==> config.mk <==
export PLATFORM = sky130hd
export DESIGN_NAME = noise_sampler
export DESIGN_NICKNAME = d
export VERILOG_FILES = /design/src/rtl/noise_sampler.sv
export SDC_FILE = /design/constraint.sdc
export NUM_CORES = 2
export LEC_CHECK = 0
export BUFFER_PORTS_ARGS = -buffer_cell sky130_fd_sc_hd__buf_2
export CAP_MARGIN = 15
export CORE_AREA = 2 2 609 611
export CTS_BUF_LIST = sky130_fd_sc_hd__clkbuf_8
export CTS_CLUSTER_DIAMETER = 60
export DETAILED_ROUTE_END_ITERATION = 8
export DIE_AREA = 0 0 611 613
export PLACE_DENSITY = 0.33
export SYNTH_ARGS = -nofsm -noshare
export SYNTH_HDL_FRONTEND = slang
export SYNTH_SLANG_ARGS = --single-unit
export TNS_END_PERCENT = 100
==> constraint.sdc <==
create_clock -name clk -period 4.1 [get_ports clk]
set_input_delay 0.615 -clock clk [delete_from_list [all_inputs] [get_ports clk]]
set_output_delay 0.615 -clock clk [all_outputs]
set_load 0.1 [all_outputs]
==> src/rtl/noise_sampler.sv <==
// noise_sampler: requests one PRF output per noise polynomial (r, e1, e2)
// and streams centered-binomial coefficients reduced into [0, KYBER_Q).
module noise_sampler #(
  parameter int KYBER_N = 256,
  parameter int KYBER_K = 3,
  parameter int KYBER_Q = 3329,
  parameter int ETA     = 2,
  parameter int PRF_W   = 512 * ETA
) (
  input  logic             clk,
  input  logic             rst,
  input  logic             start,
  input  logic [255:0]     coin,
  output logic             prf_req,
  output logic [255:0]     prf_seed,
  output logic [7:0]       prf_nonce,
  input  logic             prf_ready,
  input  logic             prf_valid,
  input  logic [PRF_W-1:0] prf_data,
  output logic             coef_valid,
  output logic [11:0]      coef,
  input  logic             coef_ready,
  output logic [3:0]       poly_idx,
  output logic [7:0]       coef_idx,
  output logic             busy,
  output logic             done
);

  localparam int         BW        = $clog2(PRF_W);
  localparam int         CNT_W     = $clog2(ETA + 1);
  localparam logic [7:0] LAST_COEF = 8'(KYBER_N - 1);
  localparam logic [3:0] LAST_POLY = 4'(2 * KYBER_K);

  typedef enum logic [2:0] {
    S_IDLE,
    S_REQ,
    S_WAIT,
    S_EMIT,
    S_DONE
  } state_t;

  state_t           state;
  state_t           state_next;
  logic [PRF_W-1:0] sample_buf;
  logic [BW-1:0]    bit_base;
  logic [2*ETA-1:0] pair;
  logic [CNT_W-1:0] pop_a;
  logic [CNT_W-1:0] pop_b;
  logic             emit_xfer;
  logic             last_coef;
  logic             more_polys;

  assign emit_xfer  = (state == S_EMIT) && coef_ready;
  assign last_coef  = (coef_idx == LAST_COEF);
  assign more_polys = (poly_idx < LAST_POLY);

  assign prf_req    = (state == S_REQ);
  assign prf_nonce  = {4'b0000, poly_idx};
  assign coef_valid = (state == S_EMIT);
  assign busy       = (state != S_IDLE);
  assign done       = (state == S_DONE);

  // State register; reset returns to IDLE and overrides a simultaneous start.
  always_ff @(posedge clk) begin
    if (rst) begin
      state <= S_IDLE;
    end else begin
      state <= state_next;
    end
  end

  // Next-state logic: one request, one capture, then KYBER_N coefficients per polynomial.
  always_comb begin
    state_next = state;
    case (state)
      S_IDLE: if (start)     state_next = S_REQ;
      S_REQ:  if (prf_ready) state_next = S_WAIT;
      S_WAIT: if (prf_valid) state_next = S_EMIT;
      S_EMIT: begin
        if (emit_xfer && last_coef) begin
          state_next = more_polys ? S_REQ : S_DONE;
        end
      end
      S_DONE:  state_next = S_IDLE;
      default: state_next = S_IDLE;
    endcase
  end

  // Seed latch, PRF capture and polynomial/coefficient counters; indices hold through DONE.
  always_ff @(posedge clk) begin
    if (rst) begin
      prf_seed   <= '0;
      sample_buf <= '0;
      poly_idx   <= '0;
      coef_idx   <= '0;
    end else begin
      case (state)
        S_IDLE: begin
          if (start) begin
            prf_seed <= coin;
            poly_idx <= '0;
            coef_idx <= '0;
          end
        end
        S_WAIT: begin
          if (prf_valid) sample_buf <= prf_data;
        end
        S_EMIT: begin
          if (coef_ready) begin
            if (last_coef) begin
              if (more_polys) begin
                poly_idx <= poly_idx + 4'd1;
                coef_idx <= '0;
              end
            end else begin
              coef_idx <= coef_idx + 8'd1;
            end
          end
        end
        default: ;
      endcase
    end
  end

  // CBD sample: popcount of the low ETA bits minus popcount of the high ETA bits, folded mod q.
  always_comb begin
    bit_base = BW'(coef_idx) * BW'(2 * ETA);
    pair     = sample_buf[bit_base +: 2*ETA];
    pop_a    = '0;
    pop_b    = '0;
    for (int j = 0; j < ETA; j++) begin
      pop_a = pop_a + CNT_W'(pair[j]);
      pop_b = pop_b + CNT_W'(pair[ETA + j]);
    end
    if (state != S_EMIT) begin
      coef = '0;
    end else if (pop_a >= pop_b) begin
      coef = 12'(pop_a - pop_b);
    end else begin
      coef = 12'(KYBER_Q) - 12'(pop_b - pop_a);
    end
  end

endmodule

==> impl_metrics.toml <==
[status]
outcome = "finished, violations left"
violations = "setup timing"

[floorplanning]
die_height_um = 613
pin_count = 1578
die_w_um = 611
dieArea_um2 = 375000
coreArea_um2 = 368000
core.rowCount = 223
start_util = 0.144

[timing]
slew_headroom = 0.138
worstMarginPinSlew_ns = 1.29
clock_skew_ns = 0.0748
finalSetupViolCount = 12
fmax_mhz = 159
finalMaxSlewViolations = 0
setup_ws_ns = -2.18
rsz0062_at_grt = "yes"
final-hold-violation-count = 0
layout_min_cycle_time_ns = 6.28
finalCritPeriodShare = 1.53

[place]
dp_slack_ns = -1.90
placed_area_um2 = 68200
placedCellCount = 12600
numPortBuffers = 1573
gp_congestion = 0.865
hpwl_mm = 272

[critical_path]
crit_path_top_delay_cell = "mux4_2"
crit_chain = "buf_12 > buf_8 > mux4_2 > a22oi_2 > o211ai_1 > a311o_1 > a221oi_2 > nor4_4 > a31o_1 > ha_4 > buf_12 > ha_4 > fa_1 > inv_2 > ha_4 > a21oi_4 > nor2_4 > buf_12 > buf_12"
path_class = "reg2out"
end_kind = "output pin"
cp_common_cell = "buf_12"
crit_arrival_ns = 5.67
critPathRequiredTime_ns = 3.48
cpPeakStageDelay_ns = 0.51
cp_max_fo = 6
start_kind = "register"
r2r_cells = 8

[power]
pwr_density_cell_nw_per_um2 = 384
p_leak_nw = 33.2
power.total_mw = 33.6
vdd_drop_max_mv = 0.182

[layout]
layout_common_cells = "nand2_1 (2593), buf_2 (1560), a21oi_1 (1332)"
syn_to_final_growth_pct = 65.1
drive_gt1_frac = 0.274
final_cell_count_no_fill = 14400
final_common_cell = "nand2_1"
fin_util = 0.238
nets = 10700
fin_area_um2 = 87400

[routing]
wire_per_inst_um = 24.3
wl_mm = 351
drtIter0Drc = 3063
vias = 58800
drc_errors = 0
ant_nets = 0
vias_per_cell = 4.07
firstDrtPassIters = 5

[logic_synthesis]
synth_simple_gate_area_frac = 0.194
yosys_warnings = 0
ys_seq_elements = 1295
synthCells = 6425
synth_xor_area_frac = 0.00132
synthMuxAreaShare = 0.115
synth-edff-count = 0
ys_seq_area_frac = 0.490
netlist_area_um2 = 52900
synthArstFlopShare = 0
synthAdderAreaFrac = 0.00288
yosys.area.top_type_share = 0.490
yosysUniqueCellTypes = 64
yosys.area.top_type = "dfxtp_1"
ys.flop_type = "dfxtp_1"
synth_top_family_by_area = "simple AND/OR/NAND/NOR gates"
avgSynthCellArea_um2 = 8.24
synth_compound_area_frac = 0.152
synth_area_leaders = "dfxtp_1 (49%), nand2_1 (18%), a21oi_1 (13%)"

[grt]
grtUsageTotal = 0.178
grt_first_pass_wirelength_mm = 471
gr-total-overflow = 0
antenna_found_initial = 60
grt_pass1_vias = 61100
grt_max_degree = 217

[flow_run]
drv_cap = 0

[clocking]
cts_root_buf = "clkbuf_8"
clock_latency_ns = 1.03
clockBufferDepth = 4
cts.sinks = 1295
numCtsBuffers = 276
cts.reportedPaths.clkPinSlew_ns = 0.06
htreeDepth = 5
tritoncts = "built"

[worst_hold_path]
hold_depth = 3
hp-class = "in2reg"
## sequential cells by signal, summed over array words and instances (netlist names)
name        count
coef_idx        8
poly_idx        4
prf_seed      256
sample_buf   1024
state           3
## worst max-delay path, delay by kind of cell, from the launching register on
family / cells / cell delay (ns)
buffers and inverters: 6 / 0.80
flip-flops: 1 / 0.47
adder cells (fa/ha/maj): 4 / 1.05
AO/OA/AOI/OAI: 6 / 1.58
AND/OR/NAND/NOR: 2 / 0.18
multiplexers: 1 / 0.51
## logic make-up after synthesis
| family | count (synthesis) |
|---|---|
| flip-flops | 1295 |
| AND/OR/NAND/NOR | 2692 |
| other | 1 |
| multiplexers | 348 |
| buffers and inverters | 559 |
| XOR/XNOR | 8 |
| AO/OA/AOI/OAI | 1511 |
| adder cells (fa/ha/maj) | 11 |
## cell usage after synthesis (4+ instances only)
library cell and n:
mux4_2 206, a31oi_1 6, buf_2 38, inv_1 11
and3_1 4, a221o_1 4, nor2_1 40, a211oi_1 11
mux2i_1 130, a221oi_2 4, o211ai_1 6, buf_6 16
clkbuf_1 445, nand3_1 7, o21ai_1 12, ha_1 9
nand2_1 2596, xnor2_1 5, dfxtp_1 1295, nor3_1 8
nor2b_1 10, a221oi_1 15, a22oi_1 29, o22ai_1 17
o21ai_0 16, nand3b_1 4, buf_4 25, and2_1 5
buf_1 15, o221ai_1 22, nor3b_1 5, mux2_2 12
a21oi_1 1340
## layer usage
layer	vias up	wire, µm	GRT usage
met3	792	14600	0.0287
met1	28500	133000	0.192
met2	1966	178000	0.324
li1	27600	-	-
met4	28	24700	0.113
met5	-	172	0
## final cells by class
class / count / area (µm²)
repair buffers: 3213 / 24600
fillers: 40600 / 280000
clock buffers: 330 / 4540
flip-flops and latches: 1295 / 25900
clock inverters: 148 / 1100
multi-input cells: 4574 / 25000
diodes: 38 / 95.1
well taps: 4837 / 6050
inverters: 13 / 55.1
## final timing paths
kind                      start              end  slack (ns)
setup / recovery    coef_idx[0]          coef[3]       -2.18
hold / removal    prf_data[616]  sample_buf[616]        0.10
setup reg to reg    coef_idx[0]      coef_idx[2]        1.10
hold reg to reg   prf_seed[186]    prf_seed[186]        0.45
## metrics by stage
step / TNS [ns] / hold WS, ns
after global routing: -28.74 / 0.0466
after floorplan: -9.99 / 0.433
after CTS: -29.11 / 0.00702
after global placement: -22.66 / 0.438
after detailed placement: -21.67 / 0.444
final: -25.59 / 0.104
## power by group
group | leakage, nW | total (mW) | internal [mW] | switching, mW
registers | 10.5 | 13.3 | 13.0 | 0.256
logic | 19.5 | 5.67 | 2.08 | 3.59
clock network | 3.22 | 14.6 | 8.02 | 6.61
## repair_timing
item | in CTS | in global routing
endpoints found under the hold margin | 1280 | 0
pin swaps | 24 | 11
cloned | 2 | 0
setup endpoints to repair | 12 | 12
hold buffers | 1280 | 0
buffers inserted | 34 | 2
resized for setup | 56 | 16
Note: power is estimated with default switching activity, not from simulation.
